[src/rtl/div_pkg.sv]
// Shared types and helpers for the iterative divider.
package div_pkg;

  typedef enum logic [1:0] {
    IDLE,
    CALC,
    DONE
  } div_state_e;

  localparam int unsigned DIV_BPC_1 = 1;
  localparam int unsigned DIV_BPC_2 = 2;
  localparam int unsigned DIV_BPC_4 = 4;

  // Widest operand the magnitude helper handles; callers sign-extend into it.
  localparam int unsigned DIV_MAX_W = 128;

  function automatic logic [DIV_MAX_W-1:0] div_abs(input logic [DIV_MAX_W-1:0] x,
                                                    input logic is_unsigned);
    return (x[DIV_MAX_W-1] && !is_unsigned) ? -x : x;
  endfunction

endpackage

[src/rtl/div_iter_if.sv]
// Request/result handshake bundle between the execute stage and the divider.
interface div_iter_if #(
  parameter int unsigned WIDTH = 32,
  parameter int unsigned TAG_W = 5
);
  logic             in_valid;
  logic             in_ready;
  logic             unsigned_flag;
  logic [WIDTH-1:0] dividend;
  logic [WIDTH-1:0] divider;
  logic [TAG_W-1:0] in_tag;
  logic             flush;
  logic             out_valid;
  logic             out_ready;
  logic             out_valid_pre;
  logic [WIDTH-1:0] quotient;
  logic [WIDTH-1:0] remainder;
  logic [TAG_W-1:0] out_tag;
  logic             div_by_zero;
  logic             overflow;
  logic             busy;

  modport master (
    output in_valid, unsigned_flag, dividend, divider, in_tag, flush, out_ready,
    input  in_ready, out_valid, out_valid_pre, quotient, remainder, out_tag,
           div_by_zero, overflow, busy
  );

  modport slave (
    input  in_valid, unsigned_flag, dividend, divider, in_tag, flush, out_ready,
    output in_ready, out_valid, out_valid_pre, quotient, remainder, out_tag,
           div_by_zero, overflow, busy
  );
endinterface

[src/rtl/div_step.sv]
// Combinational block of BPC restoring division steps on unsigned magnitudes.
module div_step #(
  parameter int unsigned WIDTH = 32,
  parameter int unsigned BPC   = 1
) (
  input  logic [WIDTH-1:0] rem_in,
  input  logic [WIDTH-1:0] quo_in,
  input  logic [WIDTH-1:0] dvs,
  output logic [WIDTH-1:0] rem_out,
  output logic [WIDTH-1:0] quo_out
);
  logic [WIDTH:0] trial;
  logic [WIDTH:0] diff;

  // quo holds the unconsumed dividend bits at the top and collects quotient bits at the bottom.
  always_comb begin
    rem_out = rem_in;
    quo_out = quo_in;
    trial   = '0;
    diff    = '0;
    for (int unsigned i = 0; i < BPC; i++) begin
      trial   = {rem_out, quo_out[WIDTH-1]};
      diff    = trial - {1'b0, dvs};
      quo_out = {quo_out[WIDTH-2:0], ~diff[WIDTH]};
      rem_out = diff[WIDTH] ? trial[WIDTH-1:0] : diff[WIDTH-1:0];
    end
  end
endmodule

[src/rtl/div_iter.sv]
// Multi-cycle signed/unsigned divider with valid/ready handshakes, flush and tag passthrough.
module div_iter
  import div_pkg::*;
#(
  parameter int unsigned WIDTH = 32,
  parameter int unsigned BPC   = 1,
  parameter int unsigned TAG_W = 5
) (
  input logic     clk,
  input logic     reset,
  div_iter_if.slave io
);
  localparam int unsigned N  = WIDTH / BPC;
  localparam int unsigned CW = $clog2(N + 1);
  localparam logic [WIDTH-1:0] MIN_VAL = {1'b1, {(WIDTH-1){1'b0}}};

  if (WIDTH < 8 || WIDTH > DIV_MAX_W ||
      !(BPC == DIV_BPC_1 || BPC == DIV_BPC_2 || BPC == DIV_BPC_4) ||
      (WIDTH % BPC) != 0) begin : g_bad_cfg
    $error("div_iter: illegal WIDTH/BPC combination");
  end

  div_state_e       state, state_nxt;
  logic [CW-1:0]    cnt;
  logic [WIDTH-1:0] rem_q, quo_q, dvs_q, rem_s, quo_s;
  logic [WIDTH-1:0] dvd_abs, dvs_abs;
  logic             q_neg, r_neg;
  logic [TAG_W-1:0] tag_q;
  logic             ready_c, accept, is_zero, is_ovf, corner, last_step;

  logic             out_valid_q, pre_q, dz_q, ov_q, busy_q;
  logic [WIDTH-1:0] quot_q, remd_q;
  logic [TAG_W-1:0] otag_q;

  assign is_zero   = io.divider == '0;
  assign is_ovf    = !io.unsigned_flag && io.dividend == MIN_VAL && io.divider == '1;
  assign corner    = is_zero || is_ovf;
  assign accept    = io.in_valid && ready_c;
  assign last_step = state == CALC && cnt == CW'(1);
  assign dvd_abs   = WIDTH'(div_abs(DIV_MAX_W'($signed(io.dividend)), io.unsigned_flag));
  assign dvs_abs   = WIDTH'(div_abs(DIV_MAX_W'($signed(io.divider)), io.unsigned_flag));

  div_step #(.WIDTH(WIDTH), .BPC(BPC)) u_step (
    .rem_in (rem_q),
    .quo_in (quo_q),
    .dvs    (dvs_q),
    .rem_out(rem_s),
    .quo_out(quo_s)
  );

  always_ff @(posedge clk or negedge reset) begin
    if (!reset) state <= IDLE;
    else        state <= state_nxt;
  end

  always_comb begin
    state_nxt = state;
    if (io.flush) begin
      state_nxt = IDLE;
    end else begin
      unique case (state)
        IDLE: if (accept) state_nxt = corner ? DONE : CALC;
        CALC: if (cnt == CW'(1)) state_nxt = DONE;
        DONE: begin
          if (accept)            state_nxt = corner ? DONE : CALC;
          else if (io.out_ready) state_nxt = IDLE;
        end
        default: state_nxt = IDLE;
      endcase
    end
  end

  always_comb begin
    ready_c = 1'b0;
    if (!io.flush) ready_c = (state == IDLE) || (state == DONE && io.out_ready);
  end

  always_ff @(posedge clk or negedge reset) begin
    if (!reset) begin
      cnt         <= '0;
      rem_q       <= '0;
      quo_q       <= '0;
      dvs_q       <= '0;
      q_neg       <= 1'b0;
      r_neg       <= 1'b0;
      tag_q       <= '0;
      out_valid_q <= 1'b0;
      pre_q       <= 1'b0;
      dz_q        <= 1'b0;
      ov_q        <= 1'b0;
      busy_q      <= 1'b0;
      quot_q      <= '0;
      remd_q      <= '0;
      otag_q      <= '0;
    end else begin
      busy_q      <= state_nxt != IDLE;
      out_valid_q <= state_nxt == DONE;
      // Pre-valid lands in the final CALC cycle, so it is set one edge earlier (cnt==2).
      pre_q       <= state_nxt == CALC && state == CALC && cnt == CW'(2);
      if (accept) begin
        tag_q <= io.in_tag;
        q_neg <= !io.unsigned_flag && (io.dividend[WIDTH-1] ^ io.divider[WIDTH-1]);
        r_neg <= !io.unsigned_flag && io.dividend[WIDTH-1];
        dvs_q <= dvs_abs;
        quo_q <= dvd_abs;
        rem_q <= '0;
        cnt   <= CW'(N);
        if (corner) begin
          quot_q <= is_zero ? '1 : MIN_VAL;
          remd_q <= is_zero ? io.dividend : '0;
          dz_q   <= is_zero;
          ov_q   <= !is_zero;
          otag_q <= io.in_tag;
        end
      end else if (state == CALC && !io.flush) begin
        rem_q <= rem_s;
        quo_q <= quo_s;
        cnt   <= cnt - CW'(1);
        if (last_step) begin
          quot_q <= q_neg ? -quo_s : quo_s;
          remd_q <= r_neg ? -rem_s : rem_s;
          dz_q   <= 1'b0;
          ov_q   <= 1'b0;
          otag_q <= tag_q;
        end
      end
    end
  end

  assign io.in_ready      = ready_c;
  assign io.out_valid     = out_valid_q;
  assign io.out_valid_pre = pre_q;
  assign io.quotient      = quot_q;
  assign io.remainder     = remd_q;
  assign io.out_tag       = otag_q;
  assign io.div_by_zero   = dz_q;
  assign io.overflow      = ov_q;
  assign io.busy          = busy_q;
endmodule

[src/flat_wrapper.sv]
// flat-port wrapper written by rule: the top's interface ports become plain ports
module div_iter_flat import div_pkg::*;
#(
  parameter int unsigned WIDTH = 32,
  parameter int unsigned BPC   = 1,
  parameter int unsigned TAG_W = 5
)
  (clk, reset, io_in_valid, io_unsigned_flag, io_dividend, io_divider, io_in_tag, io_flush, io_out_ready, io_in_ready, io_out_valid, io_out_valid_pre, io_quotient, io_remainder, io_out_tag, io_div_by_zero, io_overflow, io_busy);
  div_iter_if #(.WIDTH(WIDTH), .TAG_W(TAG_W)) io_i ();
  input logic clk;
  input logic reset;
  input wire logic [$bits(io_i.in_valid)-1:0] io_in_valid;
  input wire logic [$bits(io_i.unsigned_flag)-1:0] io_unsigned_flag;
  input wire logic [$bits(io_i.dividend)-1:0] io_dividend;
  input wire logic [$bits(io_i.divider)-1:0] io_divider;
  input wire logic [$bits(io_i.in_tag)-1:0] io_in_tag;
  input wire logic [$bits(io_i.flush)-1:0] io_flush;
  input wire logic [$bits(io_i.out_ready)-1:0] io_out_ready;
  output wire logic [$bits(io_i.in_ready)-1:0] io_in_ready;
  output wire logic [$bits(io_i.out_valid)-1:0] io_out_valid;
  output wire logic [$bits(io_i.out_valid_pre)-1:0] io_out_valid_pre;
  output wire logic [$bits(io_i.quotient)-1:0] io_quotient;
  output wire logic [$bits(io_i.remainder)-1:0] io_remainder;
  output wire logic [$bits(io_i.out_tag)-1:0] io_out_tag;
  output wire logic [$bits(io_i.div_by_zero)-1:0] io_div_by_zero;
  output wire logic [$bits(io_i.overflow)-1:0] io_overflow;
  output wire logic [$bits(io_i.busy)-1:0] io_busy;
  assign io_i.in_valid = io_in_valid;
  assign io_i.unsigned_flag = io_unsigned_flag;
  assign io_i.dividend = io_dividend;
  assign io_i.divider = io_divider;
  assign io_i.in_tag = io_in_tag;
  assign io_i.flush = io_flush;
  assign io_i.out_ready = io_out_ready;
  assign io_in_ready = io_i.in_ready;
  assign io_out_valid = io_i.out_valid;
  assign io_out_valid_pre = io_i.out_valid_pre;
  assign io_quotient = io_i.quotient;
  assign io_remainder = io_i.remainder;
  assign io_out_tag = io_i.out_tag;
  assign io_div_by_zero = io_i.div_by_zero;
  assign io_overflow = io_i.overflow;
  assign io_busy = io_i.busy;
  div_iter #(.WIDTH(WIDTH), .BPC(BPC), .TAG_W(TAG_W)) u_core (.clk(clk), .reset(reset), .io(io_i));
endmodule
[config.mk]
export PLATFORM = sky130hd
export DESIGN_NAME = div_iter_flat
export DESIGN_NICKNAME = d
export VERILOG_FILES = /design/src/rtl/div_pkg.sv /design/src/rtl/div_iter_if.sv /design/src/rtl/div_step.sv /design/src/rtl/div_iter.sv /design/src/flat_wrapper.sv
export SDC_FILE = /design/constraint.sdc
export NUM_CORES = 1
export LEC_CHECK = 0
export CAP_MARGIN = 0
export CORE_MARGIN = 3
export CORE_UTILIZATION = 60
export CTS_CLUSTER_DIAMETER = 30
export DETAILED_ROUTE_END_ITERATION = 10
export GPL_TIMING_DRIVEN = 0
export PLACE_DENSITY = 0.81
export RECOVER_POWER = 100
export SYNTH_ARGS = -nofsm -noshare
export SYNTH_HDL_FRONTEND = slang
export SYNTH_HIERARCHICAL = 1
export SYNTH_SLANG_ARGS = --single-unit
[constraint.sdc]
create_clock -name clk -period 13.9 [get_ports clk]
set_input_delay 2.085 -clock clk [delete_from_list [all_inputs] [get_ports clk]]
set_output_delay 2.085 -clock clk [all_outputs]
set_load 0.03 [all_outputs]
==> qor.csv, run 1 <==
metric,value,unit
status,"complete, but fails checks",
failing checks,"max-capacitance violations, max-slew violations",
fin cells,2003,
Worst R2R Path Depth,23,
H-tree levels,4,
WHS,0.471,ns
multi-input logic area,7500,um^2
hold path cells,2,
total grt overflow,0,
WL met2,18200,um
"count leader, synth",nand2_1,
number of synthesized flops with an enable pin,0,
Synth top area share,35.0,%
min-delay src,u_core/tag_q[2],
Setup WS pre-CTS,7.94,ns
synthesized area per cell,8.56,um^2
RSZ-0062 raised after global routing,no,
Critical Path RT,14.23,ns
Post-Syn Area,13200,um^2
max-cap viol count,2,
Hold Path End,u_core/tag_q[2],
slew margin rel.,-139,%
power per cell area,198,nW/um^2
Tightest Pin Transition,3.59,ns
fin. max-slew vios,74,
largest net degree at the start of global routing,124,
launch point of the worst reg-to-reg path,u_core/quo_q[31],
slack of the critical path,5.75,ns
Die Wd,155,um
worst hold path type,reg -> reg,
CTS tree,built,
Post-route DRC,0,
ys flop type,dfrtp_1,
Top Layer Used,met5,
met3 WL,5290,um
Vias/cell,6.44,
Global Route Usage Sum,35.4,%
fmax,123,MHz
Worst setup SP type,flop,
diodes inserted,0,
Max Buffers Root-to-Sink,2,
RR Endpoint,u_core/io.remainder[24],
Fin. Hold Viols,0,
Vert. Die Dim,155,um
Unique masters post-synth,89,
P_leak,6.89,nW
worst vdd ir,0.000124,V
worst reg2reg setup slack,5.75,ns
drt first-iter violations,1552,
synthesis-to-layout area growth,16.1,%
antenna-violating nets left,0,
Worst-Skew Late Latency,0.45,ns
post-synthesis sequential area ratio,35.0,%
initial antenna violation count,4,
final wirelength,42700,um
cts hold-fix bufs,0,
Setup Buffers After CTS,0,
post-route cell area,15400,um^2
Period minus WS final,8.15,ns
FP Rows,53,
"area leader, netlist",dfrtp_1,
# clock sinks,185,
"Gates resized, CTS repair",0,
DP HPWL,32700,um
Initial Util,62.0,%
global-route wire length before repair,66900,um
num ports,150,
layout cell share with drive strength beyond 1,5.79,%
CTS root buf,clkbuf_16,
nets@finish,1831,
Yosys warning count,6,
placed insts,1971,
Post-synth ARST share,100,%
met1 WL,17700,um
core area,21400,um^2
Setup CP Type,reg -> reg,
commonest cells in the netlist,"nand2_1, dfrtp_1, a21oi_1, nor2_1, o21ai_0",
"top cells by area, synth","dfrtp_1, nand2_1, xor2_1",
final RePlAce weighted congestion,0.967,
Mapped Cells,1547,
Reg area,4630,um^2
skew final,0.0133,ns
setup violators final,0,
crit-path max FO,10,
PortBufs,148,
Filler cells,1726,
1st-pass router iterations,6,
Final Cycle Share,58.6,%
vias post-DR,12900,
Mapped Nets,1663,
DP Area,15100,um^2
die area,23900,um^2
"flops & latches, synth",185,
drt wl/cell,21.3,um
vias in the first global route,12300,
clock slew at reported path FFs,0.07,ns
Crit. End Element,flop,
setup TNS,0,ns
number of buffers created by CTS,17,
worst path arrival time,8.48,ns
## area by class of cell
class | instances | share of cell area [%]
Sequential cell | 185 | 30.1
Clock inverter | 14 | 0.976
Buffer | 128 | 4.16
Tap cell | 275 | 2.24
Multi-Input combinational cell | 1185 | 48.8
Inverter | 49 | 1.20
Clock buffer | 18 | 2.79
Timing Repair Buffer | 149 | 9.77
## layout by cell type (no fill, tap or decap), types with 12 or more instances in the layout
cell and instances:
a21o_1 21, a21oi_1 115, a221o_1 12, a31oi_1 47
and3_1 21, buf_4 34, clkbuf_1 84, clkbuf_16 17
clkdlybuf4s50_1 69, dfrtp_1 185, dlygate4sd3_1 78, ha_1 40
inv_1 48, mux2_1 37, nand2_1 222, nand3_1 38
nand4_1 15, nor2_1 104, nor3_1 45, nor4_1 16
o21ai_0 88, o31ai_1 34, o41ai_1 27, or3_1 18
or4_1 21, xnor2_1 68, xor2_1 80
## cells by family after synthesis
group | after synthesis | synth area share (%)
AOI/OAI and AO/OA | 395 | 19.2
xor gates and xnor gates | 148 | 9.79
DFF | 185 | 35.0
buffers and inverters | 177 | 6.85
muxes | 49 | 5.29
and+or+nand+nor | 552 | 20.0
adders and majority gates | 41 | 3.93
## power by group
part	switching (mW)	internal [mW]	total, mW
Combinational	1.10	0.668	1.77
Clock	0.248	0.242	0.489
Sequential	0.101	0.686	0.787
## worst max path at each step
stage,slack (ns),end,from,depth (start not counted)
2_1_floorplan,8.62,u_core/io.remainder[24],u_core/quo_q[31],23
3_3_place_gp,3.01,u_core/io.quotient[20],reset,1
3_5_place_dp,7.94,u_core/io.remainder[30],u_core/quo_q[31],22
4_1_cts,7.89,u_core/io.remainder[27],u_core/quo_q[31],23
5_1_grt,5.37,u_core/io.remainder[31],u_core/quo_q[31],23
6_report,5.75,u_core/io.remainder[24],u_core/quo_q[31],23
## layer usage
metal | vias up | global-route usage, %
met5 | - | 0
met4 | 10 | 11.1
met3 | 127 | 9.51
met2 | 782 | 51.8
met1 | 6159 | 51.4
li1 | 5821 | -
## sequential cells by signal (all words and copies together), names as in the netlist, 2 cells and up
name	cells
u_core/cnt	6
u_core/state	2
u_core/dvs_q	32
u_core/tag_q	5
u_core/io.quotient	32
u_core/quo_q	32
u_core/io.remainder	32
u_core/io.out_tag	5
u_core/rem_q	32
## metrics by stage
step                      utilization (%)  total power [mW]
after CTS                            73.4              3.16
after floorplan                         -              2.11
after detailed placement             70.7              2.65
final                                72.0              3.04
after global placement               70.6              2.61
after global routing                 72.0              3.21
## worst max-delay path, cell delays in order, from the launching register on
cell,delay [ns]
dfrtp_1,0.40
inv_1,0.06
ha_1,0.23
fa_1,0.41
and2b_1,0.27
o2111ai_1,0.19
a21oi_1,0.30
o2111ai_1,0.23
a211oi_1,0.32
nor2_1,0.19
mux2i_1,0.85
and2_0,0.24
clkbuf_1,0.45
clkinvlp_2,0.49
clkbuf_1,0.41
mux2_1,0.51
or4_1,0.42
clkbuf_1,0.21
or4_1,0.59
clkbuf_1,0.28
o41ai_1,0.44
xor2_1,0.22
nor2_1,0.06
a221o_1,0.27
Power figures use the tool's default switching activity.
==> run 2: changes to the inputs <==
Settings changed: CORE_UTILIZATION 60 to 52, PLACE_DENSITY 0.81 to 0.75.
Clock period 13.9 ns to 6.7 ns, I/O delays scaled along.
==> run 2 against run 1 <==
  * The run still ends with max-capacitance violations, max-slew violations left
  * Clock skew up 0.0033 ns
  * Final cell count is 2.4% higher
  * Clock power up 110%
  * First-iteration DRC count rose by 3.4%
==> qor.csv, run 2 (synthesized netlist as in run 1, its figures left out) <==
metric,value,unit,change
status,"complete, but fails checks",,
failing checks,"max-capacitance violations, max-slew violations",,
1st-pass router iterations,6,,unchanged
worst setup path endpoint,u_core/io.remainder[24],,
drt first-iter violations,1605,,+3.4%
Worst R2R Path Depth,22,,-4.3%
CTS tree,built,,
PortBufs,148,,unchanged
post-route cell area,15600,um^2,+1.3%
Fin. Hold Viols,0,,unchanged
RR Endpoint,u_core/io.remainder[24],,
Setup WS pre-CTS,0.797,ns,-7.15 ns
vias post-DR,12700,,-1.3%
Final Cycle Share,93.4,%,+35 points
synthesis-to-layout area growth,17.7,%,
M2 GR Usage,48.5,%,-3.3 points
num ports,150,,unchanged
max-cap viol count,1,,-1
nets@finish,1831,,unchanged
final RePlAce weighted congestion,0.937,,-3.1%
Setup Buffers After CTS,0,,unchanged
worst reg2reg setup slack,0.44,ns,-5.31 ns
final wirelength,42900,um,+0.38%
Max Buffers Root-to-Sink,2,,unchanged
Initial Util,53.7,%,-8.4 points
Die Wd,166,um,+7.1%
global-route met1 utilization,45.5,%,-5.8 points
grt met3 use,5.16,%,-4.3 points
vias in the first global route,12000,,-2.2%
fmax,160,MHz,+30%
fin. max-slew vios,85,,+15%
diodes inserted,0,,unchanged
H-tree levels,4,,unchanged
layout cell share with drive strength beyond 1,6.37,%,+0.58 points
CTS root buf,clkbuf_16,,
Setup CP Type,reg -> reg,,
RSZ-0062 raised after global routing,no,,
Global Route Usage Sum,31.4,%,-4.0 points
most frequent cells in the layout,"nand2_1, dfrtp_1, a21oi_1, nor2_1, o21ai_0",,
# clock sinks,185,,unchanged
slack of the critical path,0.442,ns,-5.31 ns
"most common cell after layout, fill and taps aside",nand2_1,,
initial antenna violation count,2,,-2
DP HPWL,33300,um,+1.6%
critical path startpoint,u_core/quo_q[31],,
launch point of the worst reg-to-reg path,u_core/quo_q[31],,
worst path arrival time,6.58,ns,-1.90 ns
slew margin rel.,-210,%,-71 points
Filler cells,2197,,+27%
WHS,0.468,ns,-0.00362 ns
final core utilization,63.2,%,-8.9 points
P_leak,6.96,nW,+0.97%
GR peak layer,met2,,
antenna-violating nets left,0,,unchanged
crit-path max FO,10,,unchanged
Worst setup SP type,flop,,
power per cell area,411,nW/um^2,+110%
cts hold-fix bufs,0,,unchanged
total grt overflow,0,,unchanged
skew final,0.0166,ns,+0.00330 ns
Crit. End Element,flop,,
"Gates resized, CTS repair",0,,unchanged
Tightest Pin Transition,4.66,ns,+1.07 ns
setup violators final,0,,unchanged
global-route wire length before repair,66800,um,-0.17%
Vias/cell,6.21,,-3.6%
Post-route DRC,0,,unchanged
FP Rows,57,,+7.5%
clock slew at reported path FFs,0.08,ns,about the same
worst hold path type,reg -> reg,,
Vert. Die Dim,166,um,+7.1%
core area,24700,um^2,+16%
DP Area,15200,um^2,+0.41%
drt wl/cell,20.9,um,-2.0%
Worst-Skew Late Latency,0.45,ns,about the same
largest net degree at the start of global routing,102,,-18%
Critical Path RT,7.02,ns,-7.21 ns
Period minus WS final,6.26,ns,-1.89 ns
die area,27400,um^2,+15%
worst vdd ir,0.000193,V,+55%
number of buffers created by CTS,17,,unchanged
-- run 2: cell types whose count changed in the layout (fill, tap and decap cells not counted), sizes merged --
| cell | delta |
|---|---|
| dlygate4sd3 | -1 |
| clkinvlp | -1 |
| clkdlybuf4s50 | +1 |
| clkbuf | -7 |
| clkinv | +1 |
| buf | +7 |
-- run 2: per-stage QoR --
stage          TNS, ns  power [mW]  instances
2_1_floorplan        0        4.37       1547
3_3_place_gp   -595.36        5.40       2019
3_5_place_dp         0        5.49       2020
4_1_cts              0        6.54       2052
5_1_grt              0        6.78       2052
6_report             0        6.41       2052
-- run 2: cell type report --
| class | instances | area (um^2) | area share, % |
|---|---|---|---|
| Clock buffer | 18 | 429 | 2.75 |
| Tap cell | 324 | 405 | 2.60 |
| Timing Repair Buffer | 149 | 1500 | 9.64 |
| Buffer | 128 | 699 | 4.49 |
| Sequential cell | 185 | 4630 | 29.7 |
| Inverter | 49 | 191 | 1.23 |
| Multi-Input combinational cell | 1185 | 7550 | 48.4 |
| Clock inverter | 14 | 178 | 1.14 |
-- run 2: routing by layer --
metal	vias up	share of wire [%]	wire, um
met1	6121	44	18800
li1	5832	-	-
met4	2	2.5	1070
met3	84	9.4	4010
met2	698	44	18900
met5	-	0.030	13
-- run 2: critical path: stages (launching register included) --
cell and delay, ns:
dfrtp_1 0.42, inv_1 0.07, ha_1 0.19, fa_1 0.22, and2b_1 0.21, o2111ai_1 0.23
a21oi_1 0.17, o2111ai_1 0.29, a211oi_1 0.13, nor2_1 0.54, mux2i_4 0.56, and2_4 0.24
buf_12 0.14, inv_8 0.05, buf_12 0.14, mux2_1 0.41, or4_1 0.61, or4_4 0.51
buf_6 0.16, o41ai_2 0.32, xor2_1 0.19, nor2_1 0.06, a221o_1 0.27
-- run 2: worst min-delay path by stage --
| stage | from | end | slack (ns) | cells after the start |
|---|---|---|---|---|
| floorplan | u_core/tag_q[3] | u_core/tag_q[3] | 0.43 | 2 |
| finish | u_core/tag_q[4] | u_core/tag_q[4] | 0.47 | 2 |
| global route | u_core/io.div_by_zero | u_core/io.div_by_zero | 0.49 | 1 |
| CTS | u_core/tag_q[3] | u_core/tag_q[3] | 0.47 | 2 |
| global placement | u_core/tag_q[3] | u_core/tag_q[3] | 0.45 | 2 |
| detailed placement | u_core/tag_q[3] | u_core/tag_q[3] | 0.46 | 2 |
-- run 2: power by group --
group | leakage, nW | switching (mW) | total, mW | internal (mW)
logic | 4.26 | 2.28 | 3.75 | 1.47
registers | 2.41 | 0.211 | 1.63 | 1.42
clock network | 0.292 | 0.525 | 1.03 | 0.509
==> run 3: changes to the inputs <==
Settings changed: SETUP_SLACK_MARGIN set to 0.02, TNS_END_PERCENT set to 5.
==> results of run 3 <==
The final DEF is identical to that of run 2; final timing and power are the same.
